--- config.mk ---
export PLATFORM = sky130hd
export DESIGN_NAME = status_serializer
export DESIGN_NICKNAME = d
export VERILOG_FILES = /design/src/rtl/serial_link_pkg.sv /design/src/rtl/bit_synchronizer.sv /design/src/rtl/status_serializer.sv
export SDC_FILE = /design/constraint.sdc
export NUM_CORES = 1
export LEC_CHECK = 0
export CORE_MARGIN = 2
export CORE_UTILIZATION = 45
export DETAILED_ROUTE_END_ITERATION = 16
export PLACE_DENSITY = 0.67
export RECOVER_POWER = 50
export SLEW_MARGIN = 10
export SYNTH_ARGS = -nofsm -noshare
export SYNTH_HDL_FRONTEND = slang
export SYNTH_SLANG_ARGS = --single-unit
--- constraint.sdc ---
create_clock -name clk -period 2.8 [get_ports clk]
set_input_delay 0.7 -clock clk [delete_from_list [all_inputs] [get_ports clk]]
set_output_delay 0.7 -clock clk [all_outputs]
set_load 0.02 [all_outputs]
--- src/rtl/serial_link_pkg.sv ---
// rtl/serial_link_pkg.sv - shared constants and state type for the MBED serial link
package serial_link_pkg;

  localparam int INSTR_WIDTH          = 10;
  localparam int DEF_SYNC_STAGES      = 2;
  localparam int DEF_SETUP_CYCLES     = 2;
  localparam int DEF_TIMEOUT_CYCLES   = 5000;

  typedef enum logic [2:0] {
    IDLE     = 3'd0,
    WAIT_RDY = 3'd1,
    SETUP    = 3'd2,
    CONFIRM  = 3'd3,
    DONE     = 3'd4
  } tx_state_e;

endpackage

--- src/rtl/bit_synchronizer.sv ---
// rtl/bit_synchronizer.sv - multi-flop synchroniser for a single asynchronous level
module bit_synchronizer #(
  parameter int STAGES = 2
) (
  input  logic clk,
  input  logic reset,
  input  logic d,
  output logic q
);

  logic [STAGES-1:0] sync_ff;

  always_ff @(posedge clk or negedge reset) begin
    if (!reset) begin
      sync_ff <= '0;
    end else begin
      sync_ff <= {sync_ff[STAGES-2:0], d};
    end
  end

  assign q = sync_ff[STAGES-1];

endmodule

--- src/rtl/status_serializer.sv ---
// rtl/status_serializer.sv - FPGA-to-MBED status word transmitter, MSB first, 4-phase handshake
module status_serializer
  import serial_link_pkg::*;
#(
  parameter int WIDTH          = INSTR_WIDTH,
  parameter int SYNC_STAGES    = DEF_SYNC_STAGES,
  parameter int SETUP_CYCLES   = DEF_SETUP_CYCLES,
  parameter int TIMEOUT_CYCLES = DEF_TIMEOUT_CYCLES
) (
  input  logic             clk,
  input  logic             reset,
  input  logic             load,
  input  logic [WIDTH-1:0] load_word,
  input  logic             abort,
  output logic             busy,
  output logic             done,
  output logic             timeout_err,
  input  logic             host_ready,
  output logic             tx_bit,
  output logic             tx_confirm
);

  localparam int CNT_MAX = (TIMEOUT_CYCLES > SETUP_CYCLES) ? TIMEOUT_CYCLES : SETUP_CYCLES;
  localparam int CW      = $clog2(CNT_MAX + 1);
  localparam int BW      = (WIDTH > 1) ? $clog2(WIDTH) : 1;
  localparam bit TO_EN   = (TIMEOUT_CYCLES > 0);

  localparam logic [CW-1:0] SETUP_LAST = CW'(SETUP_CYCLES - 1);
  localparam logic [CW-1:0] TMO_LAST   = TO_EN ? CW'(TIMEOUT_CYCLES - 1) : '0;
  localparam logic [BW-1:0] BIT_LAST   = BW'(WIDTH - 1);

  tx_state_e        state, state_d;
  logic [WIDTH-1:0] shreg;
  logic [BW-1:0]    bit_cnt;
  logic [CW-1:0]    cnt;
  logic             rdy_s;
  logic             tmo_hit;
  logic             load_take;
  logic             shift_en;
  logic             tmo_fire;

  bit_synchronizer #(
    .STAGES (SYNC_STAGES)
  ) u_rdy_sync (
    .clk   (clk),
    .reset (reset),
    .d     (host_ready),
    .q     (rdy_s)
  );

  // cnt doubles as the setup timer and the per-phase stall timer; it restarts on every state change.
  assign tmo_hit = TO_EN && (cnt == TMO_LAST);

  always_comb begin
    state_d   = state;
    load_take = 1'b0;
    shift_en  = 1'b0;
    tmo_fire  = 1'b0;
    if (abort) begin
      state_d = IDLE;
    end else begin
      case (state)
        IDLE: begin
          if (load) begin
            load_take = 1'b1;
            state_d   = WAIT_RDY;
          end
        end
        WAIT_RDY: begin
          if (rdy_s) begin
            state_d = SETUP;
          end else if (tmo_hit) begin
            tmo_fire = 1'b1;
            state_d  = IDLE;
          end
        end
        SETUP: begin
          // Host withdrew readiness during setup: never raise confirm against a low rdy_s.
          if (!rdy_s) begin
            state_d = WAIT_RDY;
          end else if (cnt == SETUP_LAST) begin
            state_d = CONFIRM;
          end
        end
        CONFIRM: begin
          if (!rdy_s) begin
            if (bit_cnt == BIT_LAST) begin
              state_d = DONE;
            end else begin
              shift_en = 1'b1;
              state_d  = WAIT_RDY;
            end
          end else if (tmo_hit) begin
            tmo_fire = 1'b1;
            state_d  = IDLE;
          end
        end
        DONE: begin
          state_d = IDLE;
        end
        default: begin
          state_d = IDLE;
        end
      endcase
    end
  end

  always_ff @(posedge clk or negedge reset) begin
    if (!reset) begin
      state       <= IDLE;
      shreg       <= '0;
      bit_cnt     <= '0;
      cnt         <= '0;
      timeout_err <= 1'b0;
    end else begin
      state       <= state_d;
      timeout_err <= tmo_fire;

      if (state_d != state || state == IDLE || state == DONE) begin
        cnt <= '0;
      end else begin
        cnt <= cnt + CW'(1);
      end

      if (load_take) begin
        shreg   <= load_word;
        bit_cnt <= '0;
      end else if (shift_en) begin
        shreg   <= shreg << 1;
        bit_cnt <= bit_cnt + BW'(1);
      end else if (state_d == IDLE) begin
        shreg   <= '0;
        bit_cnt <= '0;
      end
    end
  end

  assign busy       = (state != IDLE);
  assign done       = (state == DONE);
  assign tx_confirm = (state == CONFIRM);
  assign tx_bit     = (state inside {WAIT_RDY, SETUP, CONFIRM}) ? shreg[WIDTH-1] : 1'b0;

endmodule

==> results.cfg <==
[clock_network]
cts_tree = yes
cts_buffers = 5
clock-sinks = 33
cts_setup_buffers = 0
clkTransAtPathRegs_ps = 70
clock_latency_ps = 280
cts_max_level = 2
root_buffer = clkbuf_8
cts_resized = 0
hold_buffers = 0
clock_path_buffers = 2

[synthesis]
syn_area_per_cell_um2 = 10.3
ys_seq_area_frac = 0.496
synth_top_flop_cell = dfrtp_1
syn_area_um2 = 1660
async_flop_share = 1.00
synth_cells = 161
yosys-top-cells-area = dfrtp_1 (50%), a22o_1 (5.3%), nor2_1 (4.5%)
synth_seq_cells = 33
synth_edf_count = 0
ys_types = 39
syn_nets = 180
synth.top_cell.area_share = 0.496
synth_top_area_cell = dfrtp_1
yosys_warnings = 0

[floorplanning]
chipHeight_um = 64.8
dieArea_um2 = 4200
io_pins = 20
initial_core_util = 0.461
die_w_um = 64.8
core.rowCount = 22
coreArea_um2 = 3610

[timing]
rsz0062_at_grt = no
setup_ws_ps = 187
slew-limit-headroom = -0.139
fmax_mhz = 383
worstMarginPinSlew_ps = 1710
clock_skew_ps = 7.35
finalCritPeriodShare = 0.933
slew_violations = 34
final.setup.tns_ps = 0
min_period_ps = 2610
setup_viol = 0
hold_viol_final = 0

[setup_path]
cp.arrival_ps = 1910
path_buf_inv = 1
cpPeakStageDelay_ps = 600
startpoint_type = flip-flop
critPathLaunch = state[0]
crit_family = buffers and inverters
reg2reg_from = cnt[10]
cp_max_fo = 8
path_class = reg -> out
r2r_end = shreg[2]
cp.required_ps = 2100
slowest_stage = clkdlybuf4s50_1
crit_chain = nor2_1 -> and2_1 -> clkdlybuf4s50_1
cp-end-kind = output port
ff2ff_setup_slack_ps = 500
r2r_cells = 6

[final_layout]
drive_gt1_frac = 0.0703
antenna_cells = 0
finalNetCount = 203
post-route-util = 0.550
area_growth_pct = 19.2

[global_routing]
grt_pass1_wl_um = 5500
antenna_found_initial = 0
first_global_vias = 1175
grt_use_total = 0.175
grt-ovfl-total = 0
grt_max_degree = 34

[pwr]
peakVddDrop_mv = 0.277
powerDensity_nw_per_um2 = 485
total_leakage_power_uw = 0.000945

[hold_path]
min_from = u_rdy_sync.sync_ff[0]
holdPathEnd = u_rdy_sync.sync_ff[1]
min_path_cells = 0
holdCritPathClass = reg -> reg

[drt]
route.detailed.drc = 0
dr_total_vias = 1256
drt-total-wl_um = 3260
viasPerCell = 5.39
drtIter0Drc = 82
firstDrtPassIters = 6
ant_nets = 0
avgRoutedWirePerCell_um = 14.0

[place]
gp_congestion = 0.951
port_buffers = 19
dp_hpwl_um = 2250
dp_slack_ps = 63.9

[run_status]
status = finished, violations left
violations = max-capacitance violations, max-slew violations

[run]
max-cap-violations = 1
-- synthesized netlist by cell type, drive strengths merged (5+ instances only) --
cell	instances
xnor2	7
xor2	6
nor2	20
a22o	10
dfrtp	33
nand2	12
nor3	5
and3	6
a21o	9
inv	5
-- placed cells by master, fill, tap and decap left out, types with 2 or more instances in the layout --
| cell type | count |
|---|---|
| nor2_1 | 20 |
| nand3b_1 | 2 |
| clkinv_2 | 2 |
| nand2_1 | 12 |
| buf_4 | 2 |
| and3_1 | 6 |
| nand4_1 | 4 |
| a22o_1 | 10 |
| clkbuf_8 | 5 |
| xnor2_1 | 7 |
| nor4b_1 | 2 |
| nor2b_1 | 4 |
| clkbuf_1 | 2 |
| nor3_1 | 5 |
| nand3_1 | 2 |
| or3_1 | 2 |
| a21o_1 | 9 |
| clkdlybuf4s50_1 | 18 |
| xor2_1 | 6 |
| inv_1 | 5 |
| dfrtp_1 | 33 |
| ha_1 | 4 |
| and2_1 | 3 |
| nor3b_1 | 3 |
-- area by class of cell --
cell class | instances | area, um^2
fill | 302 | 1620
sequential | 33 | 826
multi-input combinational | 117 | 787
timing repair buffer | 22 | 209
clock buffer | 6 | 72.6
tap | 48 | 60.1
inverter | 5 | 18.8
clock inverter | 2 | 10.0
-- where the power goes --
group | internal, uW | leakage (uW) | switching (uW)
Combinational | 56.0 | 0.000449 | 59.6
Clock | 172 | 0.0000450 | 166
Sequential | 493 | 0.000451 | 15.5
Total | 721 | 0.000945 | 242
-- metal layers --
metal | up-vias | global-route usage | part of all wire
met1 | 600 | 0.218 | 0.45
li1 | 620 | - | -
met2 | 30 | 0.282 | 0.47
met3 | 6 | 0.0521 | 0.056
met4 | 0 | 0.0718 | 0.017
met5 | - | 0 | 0
-- per-stage QoR --
stage	cells	power [uW]	cell area (um^2)	hold slack [ps]
floorplan	161	580	1660	331
global placement	225	632	1900	332
detailed placement	225	635	1900	335
CTS	233	980	1990	349
global route	233	1020	1980	364
finish	233	963	1980	348
-- kinds of logic after synthesis --
family | Yosys count | synth area share
AO/OA/AOI/OAI | 28 | 0.138
adder cells (fa/ha/maj) | 4 | 0.0301
AND/OR/NAND/NOR | 70 | 0.224
flip-flops | 33 | 0.496
buffers and inverters | 11 | 0.0308
XOR/XNOR | 13 | 0.0684
multiplexers | 2 | 0.0128
-- worst max path at each step --
stage | endpoint | slack [ps] | depth (start not counted)
final | done | 190 | 3
after global routing | shreg[2] | 60 | 2
after floorplan | shreg[1] | 760 | 7
after detailed placement | shreg[2] | 60 | 7
after CTS | done | 180 | 3
after global placement | shreg[3] | 130 | 7
-- registers in the layout, indices dropped and copies added (netlist names) --
signal and cells:
cnt 13, shreg 10, bit_cnt 4, state 3, u_rdy_sync.sync_ff 2, timeout_err 1
Power figures use the tool's default switching activity.
==> RTL change (same flow settings) <==
`DEF_TIMEOUT_CYCLES`: 5000 -> 10000.
--- a/src/rtl/serial_link_pkg.sv
+++ b/src/rtl/serial_link_pkg.sv
@@ -4,7 +4,7 @@
   localparam int INSTR_WIDTH          = 10;
   localparam int DEF_SYNC_STAGES      = 2;
   localparam int DEF_SETUP_CYCLES     = 2;
-  localparam int DEF_TIMEOUT_CYCLES   = 5000;
+  localparam int DEF_TIMEOUT_CYCLES   = 10000;
 
   typedef enum logic [2:0] {
     IDLE     = 3'd0,
Check against the original RTL: same outputs for any inputs over 10 cycles, from zero or initial values and one cycle with reset low; that may be too few to reach the edited logic, so the function may still have changed.
==> RTL change against the original RTL <==
Synthesized area decreased by 0.53%. Worst setup slack improved by 0.15 ns. Sequential cell count increased by 1. Final area increased by 1.1%. Wire length decreased by 0.49%. Critical path depth unchanged. Power increased by 5.0%. Clock skew increased by 0.0021 ns. Critical path type unchanged. Largest cell class unchanged.
==> RTL change: results <==
outcome:
  status: "finished clean"
routing:
  wl_met1_mm: 1.500
  drt-pass1-iter-count: 4
  wl_met2_mm: 1.575
  drt_iter0_drc: 47
  wl_per_cell_um: 13.41
  avgViaCountPerCell: 5.277
  dr_wl_met3_um: 117
global_route:
  grt_usage_pct: 18.22
  grt_max_degree: 35
  use_met1_pct: 20.97
  first_global_vias: 1278
  grt_util_met3_pct: 6.250
  met2_usage_pct: 30.86
  grt_pass1_wl_mm: 5.775
final_layout:
  final_layout_size_suffix_gt1_share_pct: 7.732
  fillers: 321
  top_regs: "cnt (14), shreg (10), bit_cnt (4)"
place:
  place_area_sq_um: 1917
  dp_cells: 234
  portBuffers: 19
  post-dp-hpwl_mm: 2.334
  gp_congestion: 0.8727
  place_ws_ns: 0.4047
power:
  power.switching_mw: 0.2470
  p_seq_mw: 0.532
  p_int_mw: 0.7640
  p_leak_nw: 0.8596
  p_clk_mw: 0.369
  ir_drop_uv: 276.7
logic_synthesis:
  synth_cells: 167
  synth.area.top_cells: "dfrtp_1, nor2_1, xnor2_1"
  synthTopCellsByCount: "dfrtp_1, nor2_1, inv_1"
  yosysUniqueCellTypes: 37
  synth_nets: 186
critical_path:
  rrSetupSlack_ns: 0.73
  worstPathMaxFanout: 7
  crit_arrival_ns: 1.76
clocking:
  root_buffer: "clkbuf_8"
sta:
  skew_ns: 0.009495
  hold_ws_ns: 0.3552
  setup_slack_ns: 0.3376
-- RTL change: changes by cell type after synthesis, sizes merged, moves of 4 or more --
cell	change
a22oi	+9
nand3	+4
inv	+8
a21o	-9
o21ai	+9
a22o	-9
nand2	-6
nor2	+7
-- RTL change: worst paths after layout --
check,from,end,depth (start not counted)
max in group asynchronous,reset,cnt[5]$_DFF_PN0_,2
max reg2reg,cnt[0]$_DFF_PN0_,shreg[0]$_DFFE_PN0P_,6
min in group asynchronous,reset,shreg[9]$_DFFE_PN0P_,2
max,state[1]$_DFF_PN0_,done,3
min reg2reg,u_rdy_sync.sync_ff[0]$_DFF_PN0_,u_rdy_sync.sync_ff[1]$_DFF_PN0_,0
min,u_rdy_sync.sync_ff[0]$_DFF_PN0_,u_rdy_sync.sync_ff[1]$_DFF_PN0_,0
-- RTL change: worst reg2reg max path, cell delays in order, from the launching register on --
cell and delay (ns):
dfrtp_1 0.39, ha_1 0.20, and3_1 0.25, nand4_1 0.18
o211a_1 0.30, or4_1 0.47, a22o_1 0.19
-- RTL change: cells by family after synthesis --
| logic type | Yosys count | share of synthesized area, % |
|---|---|---|
| XOR/XNOR | 13 | 6.878 |
| flip-flops | 34 | 51.40 |
| AO/OA/AOI/OAI | 29 | 11.49 |
| buffers and inverters | 17 | 4.082 |
| adder cells (fa/ha/maj) | 4 | 3.024 |
| AND/OR/NAND/NOR | 70 | 23.13 |
-- RTL change: area by class of cell --
cell class | count | area share, %
clock inverter | 1 | 0.2495
tap | 48 | 2.994
sequential | 34 | 42.42
timing repair buffer | 23 | 10.85
multi-input combinational | 116 | 36.74
inverter | 13 | 2.433
clock buffer | 7 | 4.304
